<file path="config.mk">
export PLATFORM = sky130hd
export DESIGN_NAME = vga_scan_out
export DESIGN_NICKNAME = d
export VERILOG_FILES = /design/src/rtl/vga_timing_pkg.sv /design/src/rtl/vga_raster_counter.sv /design/src/rtl/vga_scan_out.sv
export SDC_FILE = /design/constraint.sdc
export NUM_CORES = 1
export LEC_CHECK = 0
export ABC_AREA = 1
export BUFFER_PORTS_ARGS = -buffer_cell sky130_fd_sc_hd__buf_2
export CAP_MARGIN = 20
export CELL_PAD_IN_SITES_DETAIL_PLACEMENT = 0
export CELL_PAD_IN_SITES_GLOBAL_PLACEMENT = 1
export CORE_MARGIN = 2
export CORE_UTILIZATION = 35
export CTS_BUF_LIST = sky130_fd_sc_hd__clkbuf_8
export CTS_CLUSTER_DIAMETER = 30
export DETAILED_ROUTE_END_ITERATION = 16
export GPL_ROUTABILITY_DRIVEN = 1
export PLACE_DENSITY = 0.81
export SETUP_SLACK_MARGIN = 0.02
export SLEW_MARGIN = 40
export SYNTH_ARGS = -nofsm -noshare
export SYNTH_HDL_FRONTEND = slang
export SYNTH_SLANG_ARGS = --single-unit
</file>
<file path="constraint.sdc">
create_clock -name pixclk -period 1.8 [get_ports pixclk]
set_input_delay 0.18 -clock pixclk [delete_from_list [all_inputs] [get_ports pixclk]]
set_output_delay 0.18 -clock pixclk [all_outputs]
set_load 0.03 [all_outputs]
</file>
<file path="src/rtl/vga_timing_pkg.sv">
// Shared VGA timing definitions for the scan-doubled output path:
// default 640x480@60 constants, total-count helpers and the 3:3:3 pixel type.
package vga_timing_pkg;

  localparam int DEF_H_ACTIVE = 640;
  localparam int DEF_H_FP     = 16;
  localparam int DEF_H_SYNC   = 96;
  localparam int DEF_H_BP     = 48;
  localparam int DEF_V_ACTIVE = 480;
  localparam int DEF_V_FP     = 10;
  localparam int DEF_V_SYNC   = 2;
  localparam int DEF_V_BP     = 33;

  localparam int CNT_W = 12;

  typedef struct packed {
    logic [2:0] r;
    logic [2:0] g;
    logic [2:0] b;
  } rgb333_t;

  function automatic int h_total(input int active, input int fp, input int sync, input int bp);
    return active + fp + sync + bp;
  endfunction

  function automatic int v_total(input int active, input int fp, input int sync, input int bp);
    return active + fp + sync + bp;
  endfunction

  // Halve every channel; used to darken alternate doubled lines.
  function automatic rgb333_t scanline_dim(input rgb333_t px);
    rgb333_t d;
    d.r = px.r >> 1;
    d.g = px.g >> 1;
    d.b = px.b >> 1;
    return d;
  endfunction

endpackage

</file>
<file path="src/rtl/vga_raster_counter.sv">
// Stage-0 raster generator: horizontal/vertical counters and the decodes
// that belong to the same cycle (raw syncs, active area, frame start).
// Decodes are computed from the next count and registered with it so every
// stage-0 output is a flop and reset cleanly drives them all to 0.
module vga_raster_counter
  import vga_timing_pkg::*;
#(
  parameter int H_ACTIVE = DEF_H_ACTIVE,
  parameter int H_FP     = DEF_H_FP,
  parameter int H_SYNC   = DEF_H_SYNC,
  parameter int H_BP     = DEF_H_BP,
  parameter int V_ACTIVE = DEF_V_ACTIVE,
  parameter int V_FP     = DEF_V_FP,
  parameter int V_SYNC   = DEF_V_SYNC,
  parameter int V_BP     = DEF_V_BP
) (
  input  logic        pixclk,
  input  logic        reset,
  output logic [11:0] hcount,
  output logic [11:0] vcount,
  output logic        hsync,
  output logic        vsync,
  output logic        active,
  output logic        frame_start
);

  localparam logic [11:0] H_LAST   = 12'(h_total(H_ACTIVE, H_FP, H_SYNC, H_BP) - 1);
  localparam logic [11:0] V_LAST   = 12'(v_total(V_ACTIVE, V_FP, V_SYNC, V_BP) - 1);
  localparam logic [11:0] H_ACT    = 12'(H_ACTIVE);
  localparam logic [11:0] V_ACT    = 12'(V_ACTIVE);
  localparam logic [11:0] HS_START = 12'(H_ACTIVE + H_FP);
  localparam logic [11:0] HS_END   = 12'(H_ACTIVE + H_FP + H_SYNC);
  localparam logic [11:0] VS_START = 12'(V_ACTIVE + V_FP);
  localparam logic [11:0] VS_END   = 12'(V_ACTIVE + V_FP + V_SYNC);

  logic [11:0] hcount_r, vcount_r;
  logic        hsync_r, vsync_r, active_r, frame_start_r;
  logic [11:0] hcount_nxt_s, vcount_nxt_s;
  logic        hsync_nxt_s, vsync_nxt_s, active_nxt_s, frame_start_nxt_s;

  // Next raster position and the decodes of that position.
  always_comb begin
    hcount_nxt_s = hcount_r + 12'd1;
    vcount_nxt_s = vcount_r;
    if (hcount_r == H_LAST) begin
      hcount_nxt_s = 12'd0;
      if (vcount_r == V_LAST) begin
        vcount_nxt_s = 12'd0;
      end else begin
        vcount_nxt_s = vcount_r + 12'd1;
      end
    end else begin
      vcount_nxt_s = vcount_r;
    end
    hsync_nxt_s       = (hcount_nxt_s >= HS_START) && (hcount_nxt_s < HS_END);
    vsync_nxt_s       = (vcount_nxt_s >= VS_START) && (vcount_nxt_s < VS_END);
    active_nxt_s      = (hcount_nxt_s < H_ACT) && (vcount_nxt_s < V_ACT);
    frame_start_nxt_s = (hcount_nxt_s == 12'd0) && (vcount_nxt_s == 12'd0);
  end

  // Stage-0 state: counters plus their registered decodes.
  always_ff @(posedge pixclk) begin
    if (reset) begin
      hcount_r      <= 12'd0;
      vcount_r      <= 12'd0;
      hsync_r       <= 1'b0;
      vsync_r       <= 1'b0;
      active_r      <= 1'b0;
      frame_start_r <= 1'b0;
    end else begin
      hcount_r      <= hcount_nxt_s;
      vcount_r      <= vcount_nxt_s;
      hsync_r       <= hsync_nxt_s;
      vsync_r       <= vsync_nxt_s;
      active_r      <= active_nxt_s;
      frame_start_r <= frame_start_nxt_s;
    end
  end

  assign hcount      = hcount_r;
  assign vcount      = vcount_r;
  assign hsync       = hsync_r;
  assign vsync       = vsync_r;
  assign active      = active_r;
  assign frame_start = frame_start_r;

endmodule

</file>
<file path="src/rtl/vga_scan_out.sv">
// VGA output stage of the scan-doubled path. Runs the raster counters that
// address the line buffer, then aligns syncs/blanking with the line buffer's
// one-clock-late pixel data so every pin is exactly 2 clocks behind stage 0.
// Optional: define SCANLINE_EN to halve the colour on odd raster lines.
module vga_scan_out
  import vga_timing_pkg::*;
#(
  parameter int   H_ACTIVE = DEF_H_ACTIVE,
  parameter int   H_FP     = DEF_H_FP,
  parameter int   H_SYNC   = DEF_H_SYNC,
  parameter int   H_BP     = DEF_H_BP,
  parameter int   V_ACTIVE = DEF_V_ACTIVE,
  parameter int   V_FP     = DEF_V_FP,
  parameter int   V_SYNC   = DEF_V_SYNC,
  parameter int   V_BP     = DEF_V_BP,
  parameter logic SYNC_POL = 1'b0
) (
  input  logic        pixclk,
  input  logic        reset,
  output logic [11:0] hcount,
  output logic [11:0] vcount,
  output logic        hsync,
  output logic        vsync,
  input  logic [2:0]  red_in,
  input  logic [2:0]  grn_in,
  input  logic [2:0]  blu_in,
  output logic [2:0]  vga_r,
  output logic [2:0]  vga_g,
  output logic [2:0]  vga_b,
  output logic        vga_hsync,
  output logic        vga_vsync,
  output logic        vga_blank,
  output logic        frame_start
);

  logic    active_s;
  logic    hsync_d1_r, vsync_d1_r, active_d1_r;
  rgb333_t pix_in_s, pix_s;
  rgb333_t vga_rgb_r;
  logic    vga_hsync_r, vga_vsync_r, vga_blank_r;
`ifdef SCANLINE_EN
  logic    vline_d1_r;
`endif

  vga_raster_counter #(
    .H_ACTIVE (H_ACTIVE), .H_FP (H_FP), .H_SYNC (H_SYNC), .H_BP (H_BP),
    .V_ACTIVE (V_ACTIVE), .V_FP (V_FP), .V_SYNC (V_SYNC), .V_BP (V_BP)
  ) u_raster (
    .pixclk      (pixclk),
    .reset       (reset),
    .hcount      (hcount),
    .vcount      (vcount),
    .hsync       (hsync),
    .vsync       (vsync),
    .active      (active_s),
    .frame_start (frame_start)
  );

  // Colour for the pixel arriving from the line buffer, dimmed on odd lines when enabled.
  always_comb begin
    pix_in_s = {red_in, grn_in, blu_in};
`ifdef SCANLINE_EN
    if (vline_d1_r) begin
      pix_s = scanline_dim(pix_in_s);
    end else begin
      pix_s = pix_in_s;
    end
`else
    pix_s = pix_in_s;
`endif
  end

  // First delay stage: match the line buffer's one-clock read latency.
  always_ff @(posedge pixclk) begin
    if (reset) begin
      hsync_d1_r  <= 1'b0;
      vsync_d1_r  <= 1'b0;
      active_d1_r <= 1'b0;
`ifdef SCANLINE_EN
      vline_d1_r  <= 1'b0;
`endif
    end else begin
      hsync_d1_r  <= hsync;
      vsync_d1_r  <= vsync;
      active_d1_r <= active_s;
`ifdef SCANLINE_EN
      vline_d1_r  <= vcount[0];
`endif
    end
  end

  // Second stage: pin registers with blanking and sync polarity applied.
  always_ff @(posedge pixclk) begin
    if (reset) begin
      vga_rgb_r   <= '0;
      vga_blank_r <= 1'b1;
      vga_hsync_r <= ~SYNC_POL;
      vga_vsync_r <= ~SYNC_POL;
    end else begin
      if (active_d1_r) begin
        vga_rgb_r   <= pix_s;
        vga_blank_r <= 1'b0;
      end else begin
        vga_rgb_r   <= '0;
        vga_blank_r <= 1'b1;
      end
      vga_hsync_r <= hsync_d1_r ^ ~SYNC_POL;
      vga_vsync_r <= vsync_d1_r ^ ~SYNC_POL;
    end
  end

  assign vga_r     = vga_rgb_r.r;
  assign vga_g     = vga_rgb_r.g;
  assign vga_b     = vga_rgb_r.b;
  assign vga_blank = vga_blank_r;
  assign vga_hsync = vga_hsync_r;
  assign vga_vsync = vga_vsync_r;

endmodule

</file>
==> results_dict.tcl, run 1 <==
set metrics [dict create \
    path_cells "ha_4 -> nand2_8 -> nor2_4 -> nand2_4 -> nor2_4 -> o21ai_0 -> nor2_1 -> nand4_1 -> nor2b_2" \
    first_global_vias 2092 \
    die_area_mm2 0.00691 \
    critical_path_class "flop to flop" \
    postLayoutCellArea_mm2 0.00305 \
    syn_inst 329 \
    use_met3_pct 4.08 \
    period_minus_slack_ns 1.75 \
    crit_arrival_ns 2.00 \
    routed_wire_length_per_instance_um 12.1 \
    stdcell_count 498 \
    die_width_um 83.1 \
    cts_buffer_depth 2 \
    synth_nets 343 \
    drt-total-wl_um 6030 \
    overflow 0 \
    ys_ff_latch 43 \
    hold_path_class "primary input to flop" \
    io_buffers 49 \
    crit_path_start_kind "flop" \
    grt.met1_usage_pct 23.7 \
    netlist_area_mm2 0.00219 \
    status "complete, no violations" \
    pre_cts_slack_ns -0.0441 \
    antenna_found_initial 0 \
    cts_tree "yes" \
    powerDensity_mw_per_mm2 559 \
    max_stage_delay_ns 0.36 \
    hp-start "grn_in[2]" \
    critPathMostFrequentCell "nor2_4" \
    globalplace.congestion 0.852 \
    ir_drop_uv 415 \
    grt_pass1_wl_um 9760 \
    relSlewSlack_pct 77.8 \
    slew_violations 0 \
    hpwl_um 4470 \
    drt-initial-drc-count 99 \
    critPathCaptureType "flop" \
    synth_seq_area_share_pct 39.3 \
    timing.fmax_mhz 571 \
    tightest_slew_ns 0.333 \
    core.rowCount 28 \
    cts_hold_buffers 0 \
    rsz0062_at_grt "true" \
    top_usage_layer "met2" \
    diodes 0 \
    dp_cells 482 \
    ant_nets 0 \
    clock_skew_ns 0.0148 \
    syn2layout_area_growth_pct 39.2 \
    grtUsageTotal_pct 17.2 \
    syn_avg_cell_area_um2 6.66 \
    hold_violations 0 \
    clock_sinks 43 \
    leakage_nw 1.56 \
    boundaryPins 50 \
    layout_setup_ws_ns 0.0475 \
    reg2reg_from "u_raster.hcount[0]$_SDFF_PP0_" \
    drc 0 \
    grt_use_met2_pct 26.5 \
    grt_max_degree 29 \
    cp_slowest_cell "dfxtp_4" \
    clkTransAtPathRegs_ns 0.09 \
    drv_cap 0 \
    crit_fanout 6 \
    core_mm2 0.00599 \
    fin_nets 436 \
    setup_viol 0 \
    num_vias 2303 \
    cts_root_buf "clkbuf_8" \
    dpl_cell_area_mm2 0.00277 \
    cp.required_ns 2.05 \
    dr.pass1.iters 4 \
    timing.final.crit_share_pct 97.4 \
    ys_warn_count 0 \
    htreeDepth 2 \
    cts_made_buffers 5 \
    drive_gt1_share_pct 36.6 \
    critPathLaunch "u_raster.hcount[0]$_SDFF_PP0_" \
    hold-worst-slack_ns 0.0869 \
    routed_via_density 4.62 \
    start_util_pct 36.6 \
    die_height_um 83.1 \
    clk_latency_ns 0.30 \
    yosysUniqueCellTypes 25 \
    power_mw 1.71 \
]
==> cells by family after synthesis <==
family                   Yosys count  share of synthesized area (%)
AND/OR/NAND/NOR                  214                           45.3
flip-flops                        43                           39.3
adder cells (fa/ha/maj)            3                           1.71
XOR/XNOR                           3                           1.20
buffers and inverters             55                           9.77
AO/OA/AOI/OAI                     11                           2.68
==> final cells by class <==
| class | instances | area, µm² |
|---|---|---|
| clock buffers | 5 | 68.8 |
| clock inverters | 3 | 20.0 |
| fillers | 615 | 2940 |
| inverters | 51 | 193 |
| multi-input cells | 232 | 1240 |
| flip-flops and latches | 43 | 880 |
| well taps | 75 | 93.8 |
| repair buffers | 89 | 553 |
==> state kept, by name, summed over array words and instances, names as in the netlist, 3 cells and up <==
signal and flops:
vga_r 3, u_raster.vcount 12, vga_g 3, u_raster.hcount 12
vga_b 3
==> path summary, 6_finish.rpt <==
| kind | end | slack, ns | cells after the start |
|---|---|---|---|
| hold reg to reg | vga_vsync$_SDFF_PP1_ | 0.37 | 1 |
| setup / recovery | u_raster.vsync$_SDFF_PP0_ | 0.05 | 9 |
| setup reg to reg | u_raster.vsync$_SDFF_PP0_ | 0.05 | 9 |
| hold / removal | vga_g[2]$_SDFF_PP0_ | 0.09 | 3 |
==> what timing repair did <==
item                       in CTS  in global routing
pin swaps                       5                 13
resized for setup               5                 34
setup endpoints to repair       3                  7
buffers inserted                2                  5
cloned                          1                  0
==> critical path: cells and delay by family, from the launching register on <==
family	cells	cell delay, ns
flip-flops	1	0.36
AO/OA/AOI/OAI	1	0.15
adder cells (fa/ha/maj)	1	0.17
AND/OR/NAND/NOR	7	1.03
==> per-layer routing <==
layer / vias up / share of wire (%)
li1: 1198 / -
met1: 1034 / 49
met2: 63 / 44
met3: 8 / 6.1
met4: 0 / 1.2
met5: - / 0
==> synth_stat cells <==
cell type / n / area (µm²)
nand3b_1: 1 / 7.51
nand3_2: 3 / 30.0
nor2_2: 7 / 43.8
nor2_1: 64 / 240
a21oi_1: 4 / 20.0
nor3b_1: 1 / 7.51
nand2_1: 82 / 308
dfxtp_1: 43 / 861
ha_1: 3 / 37.5
clkbuf_1: 3 / 11.3
xor2_1: 3 / 26.3
nand2_4: 2 / 22.5
buf_6: 1 / 11.3
o21ai_2: 1 / 8.76
inv_1: 50 / 188
nand2_2: 8 / 50.1
nand4_1: 9 / 56.3
clkinv_1: 1 / 3.75
nor2_8: 1 / 20.0
nor2b_2: 1 / 8.76
o21ai_0: 6 / 30.0
nor3_1: 6 / 30.0
nand3_1: 26 / 130
nor3_4: 1 / 16.3
nor2_4: 2 / 22.5
==> cells in the final DEF, fill, tap and decap left out, drive strengths merged <==
master,count
nor2,75
nand3,29
o21ai,7
nand4,9
buf,89
clkbuf,5
dfxtp,43
nor3b,1
inv,50
clkinvlp,2
nand3b,1
ha,3
xor2,3
a21oi,4
nand2,92
clkinv,2
nor2b,1
nor3,7
==> through the flow <==
stage / TNS (ns) / util, %
after global placement: 0 / 46.2
after CTS: 0 / 48.4
final: 0 / 50.9
after detailed placement: -0.0554 / 46.2
after global routing: -0.178 / 50.9
after floorplan: 0 / -
==> report_power, final <==
part / total, mW / internal, mW / switching, mW / leakage (nW)
clock network: 0.633 / 0.271 / 0.362 / 0.0402
registers: 0.973 / 0.963 / 0.00943 / 0.354
logic: 0.100 / 0.0360 / 0.0640 / 1.16
No activity file was read; power rests on OpenSTA's default activity.
==> run 2, diff against run 1 <==
Settings changed: CORE_UTILIZATION 35 to 39, PLACE_DENSITY 0.81 to 0.85.
Clock period 1.8 ns to 2 ns, I/O delays scaled along.
==> run 2 against run 1 <==
  * Sequential share of layout area increased by 3.1 points
  * Final cell count decreased by 6.4%
  * Clock skew decreased by 0.0028 ns
  * Worst hold slack improved by 0.018 ns
  * Worst setup slack improved by 0.12 ns
  * Clock-buffer cell count unchanged
  * Critical path depth increased by 3
  * Clock power decreased by 7.6%
  * Critical path type unchanged
==> results_dict.tcl, run 2 (synthesis results as in run 1) <==
set metrics [dict create \
    drive_gt1_share_pct 25.9 \
    clk_latency_ns 0.30 \
    routed_via_density 4.56 \
    core_mm2 0.00547 \
    hold-worst-slack_ns 0.105 \
    power.share.combinational_pct 5.2 \
    reg2reg_to "u_raster.vsync$_SDFF_PP0_" \
    dp_cells 454 \
    powerDensity_mw_per_mm2 566 \
    clock_skew_ns 0.0121 \
    critPathLaunch "u_raster.hcount[1]$_SDFF_PP0_" \
    syn2layout_area_growth_pct 24.2 \
    multi_input_area_mm2 0.00113 \
    hpwl_um 4260 \
    boundaryPins 50 \
    start_util_pct 40.0 \
    path_cells "ha_2 -> nand2_4 -> nor2_8 -> nand2_4 -> nor3_4 -> buf_4 -> nand2_1 -> nand2_1 -> nand3_2 -> nand2_1 -> nor2_2 -> nor2b_2" \
    grtUsageTotal_pct 18.9 \
    die_area_mm2 0.00623 \
    slew_violations 0 \
    fin_nets 407 \
    die_height_um 79.0 \
    cts_hold_buffers 0 \
    power_mw 1.54 \
    antenna_found_initial 0 \
    critPathMostFrequentCell "nand2_1" \
    r2r_setup_slack_ns 0.17 \
    grt_max_degree 29 \
    tightest_slew_ns 0.437 \
    layout_commonest_cell "nand2_1" \
    cts_tree "yes" \
    max_stage_delay_ns 0.36 \
    period_minus_slack_ns 1.83 \
    dr.pass1.iters 4 \
    ant_nets 0 \
    drv_cap 0 \
    path_buf_inv 1 \
    postLayoutCellArea_mm2 0.00272 \
    final_core_utilization_pct 49.7 \
    crit_arrival_ns 2.04 \
    pre_cts_slack_ns 0.0517 \
    io_buffers 49 \
    cts_root_buf "clkbuf_8" \
    cts_buffer_depth 2 \
    timing.fmax_mhz 545 \
    clkTransAtPathRegs_ns 0.09 \
    hold_path_class "primary input to flop" \
    drt-initial-drc-count 62 \
    mostFrequentLayoutCells "82 x nand2_1, 62 x nor2_1, 50 x inv_1, 49 x buf_2, 39 x dfxtp_1" \
    cp.depth 12 \
    clock_sinks 43 \
    cp.required_ns 2.21 \
    switchingPower_mw 0.396 \
    cp_slowest_cell "dfxtp_2" \
    relSlewSlack_pct 70.6 \
    stdcell_count 466 \
    critical_path_class "flop to flop" \
    diodes 0 \
    die_width_um 79.0 \
    crit_family "simple AND/OR/NAND/NOR gates" \
    p_clk_share_pct 38.0 \
    core.rowCount 27 \
    timing.final.crit_share_pct 91.7 \
    crit_path_start_kind "flop" \
    first_global_vias 1978 \
    cts_made_buffers 5 \
    rsz0062_at_grt "true" \
    layout_setup_ws_ns 0.166 \
    status "complete, no violations" \
    critPathCaptureType "flop" \
    worst_r2r_path_depth 12 \
    routed_wire_length_per_instance_um 11.9 \
    overflow 0 \
    reg2reg_from "u_raster.hcount[1]$_SDFF_PP0_" \
    num_vias 2125 \
    ir_drop_uv 295 \
    drt-total-wl_um 5530 \
    dpl_cell_area_mm2 0.00256 \
    grt_pass1_wl_um 9120 \
    globalplace.congestion 0.902 \
    p_int_mw 1.14 \
    seqCellArea_um2 868 \
    leakage_nw 1.41 \
    fin_tns_setup_ns 0 \
    p_seq_share_pct 56.8 \
    setup_viol 0 \
    nFillCells 587 \
    setup.worst_path.end "u_raster.vsync$_SDFF_PP0_" \
    power.share.switching_pct 25.7 \
    hold_violations 0 \
    drc 0 \
    crit_fanout 4 \
    htreeDepth 2 \
]
run 2: changes by cell type in the layout (fill, tap and decap cells not counted), moves of 3 or more:
cell / change
nand3_2: -4
dfxtp_2: -3
nand3_1: +4
nor2_4: -3
nand2_2: -6
nand2_1: +8
nor2_1: +3
buf_4: -27
dfxtp_1: +5
run 2: area by class of cell:
type                       instances  share of cell area (%)
inverter                          51                    7.03
clock buffer                       5                    2.53
clock inverter                     3                   0.874
multi-input combinational        231                    41.6
timing repair buffer              61                    12.8
tap                               72                    3.31
sequential                        43                    31.9
run 2: how the worst min path moves through the flow:
stage / start / end / slack, ns / cells past startpoint
floorplan: blu_in[0] / vga_b[0]$_SDFF_PP0_ / 0.31 / 2
global placement: hsync_d1_r$_SDFF_PP0_ / vga_hsync$_SDFF_PP1_ / 0.36 / 1
global route: blu_in[2] / vga_b[2]$_SDFF_PP0_ / 0.1 / 3
detailed placement: hsync_d1_r$_SDFF_PP0_ / vga_hsync$_SDFF_PP1_ / 0.37 / 1
finish: grn_in[0] / vga_g[0]$_SDFF_PP0_ / 0.11 / 3
CTS: red_in[2] / vga_r[2]$_SDFF_PP0_ / 0.1 / 3
run 2: worst register-to-register path: stages (launching register included):
cell and delay [ns]:
dfxtp_2 0.36, ha_2 0.22, nand2_4 0.10, nor2_8 0.16, nand2_4 0.07, nor3_4 0.18, buf_4 0.16, nand2_1 0.04
nand2_1 0.06, nand3_2 0.11, nand2_1 0.11, nor2_2 0.05, nor2b_2 0.13
run 2: repair_timing:
item,in CTS,in global routing
setup buffers,0,4
setup endpoints to repair,0,4
gates resized for setup,0,9
run 2: power by group through the flow:
stage / registers (mW) / logic (mW) / clock network (mW)
final: 0.875 / 0.0796 / 0.585
after global routing: 0.877 / 0.0882 / 0.632
after CTS: 0.876 / 0.0802 / 0.601
after detailed placement: 0.896 / 0.0800 / 0
after global placement: 0.895 / 0.0795 / 0
after floorplan: 0.918 / 0.0278 / 0
run 2: routing by layer:
| layer | vias up | global-route usage, % | wire length, µm |
|---|---|---|---|
| met5 | - | 0 | 0 |
| met4 | 0 | 6.03 | 57 |
| met3 | 4 | 3.64 | 216 |
| met2 | 46 | 32.9 | 2780 |
| met1 | 935 | 23.5 | 2470 |
| li1 | 1140 | - | - |
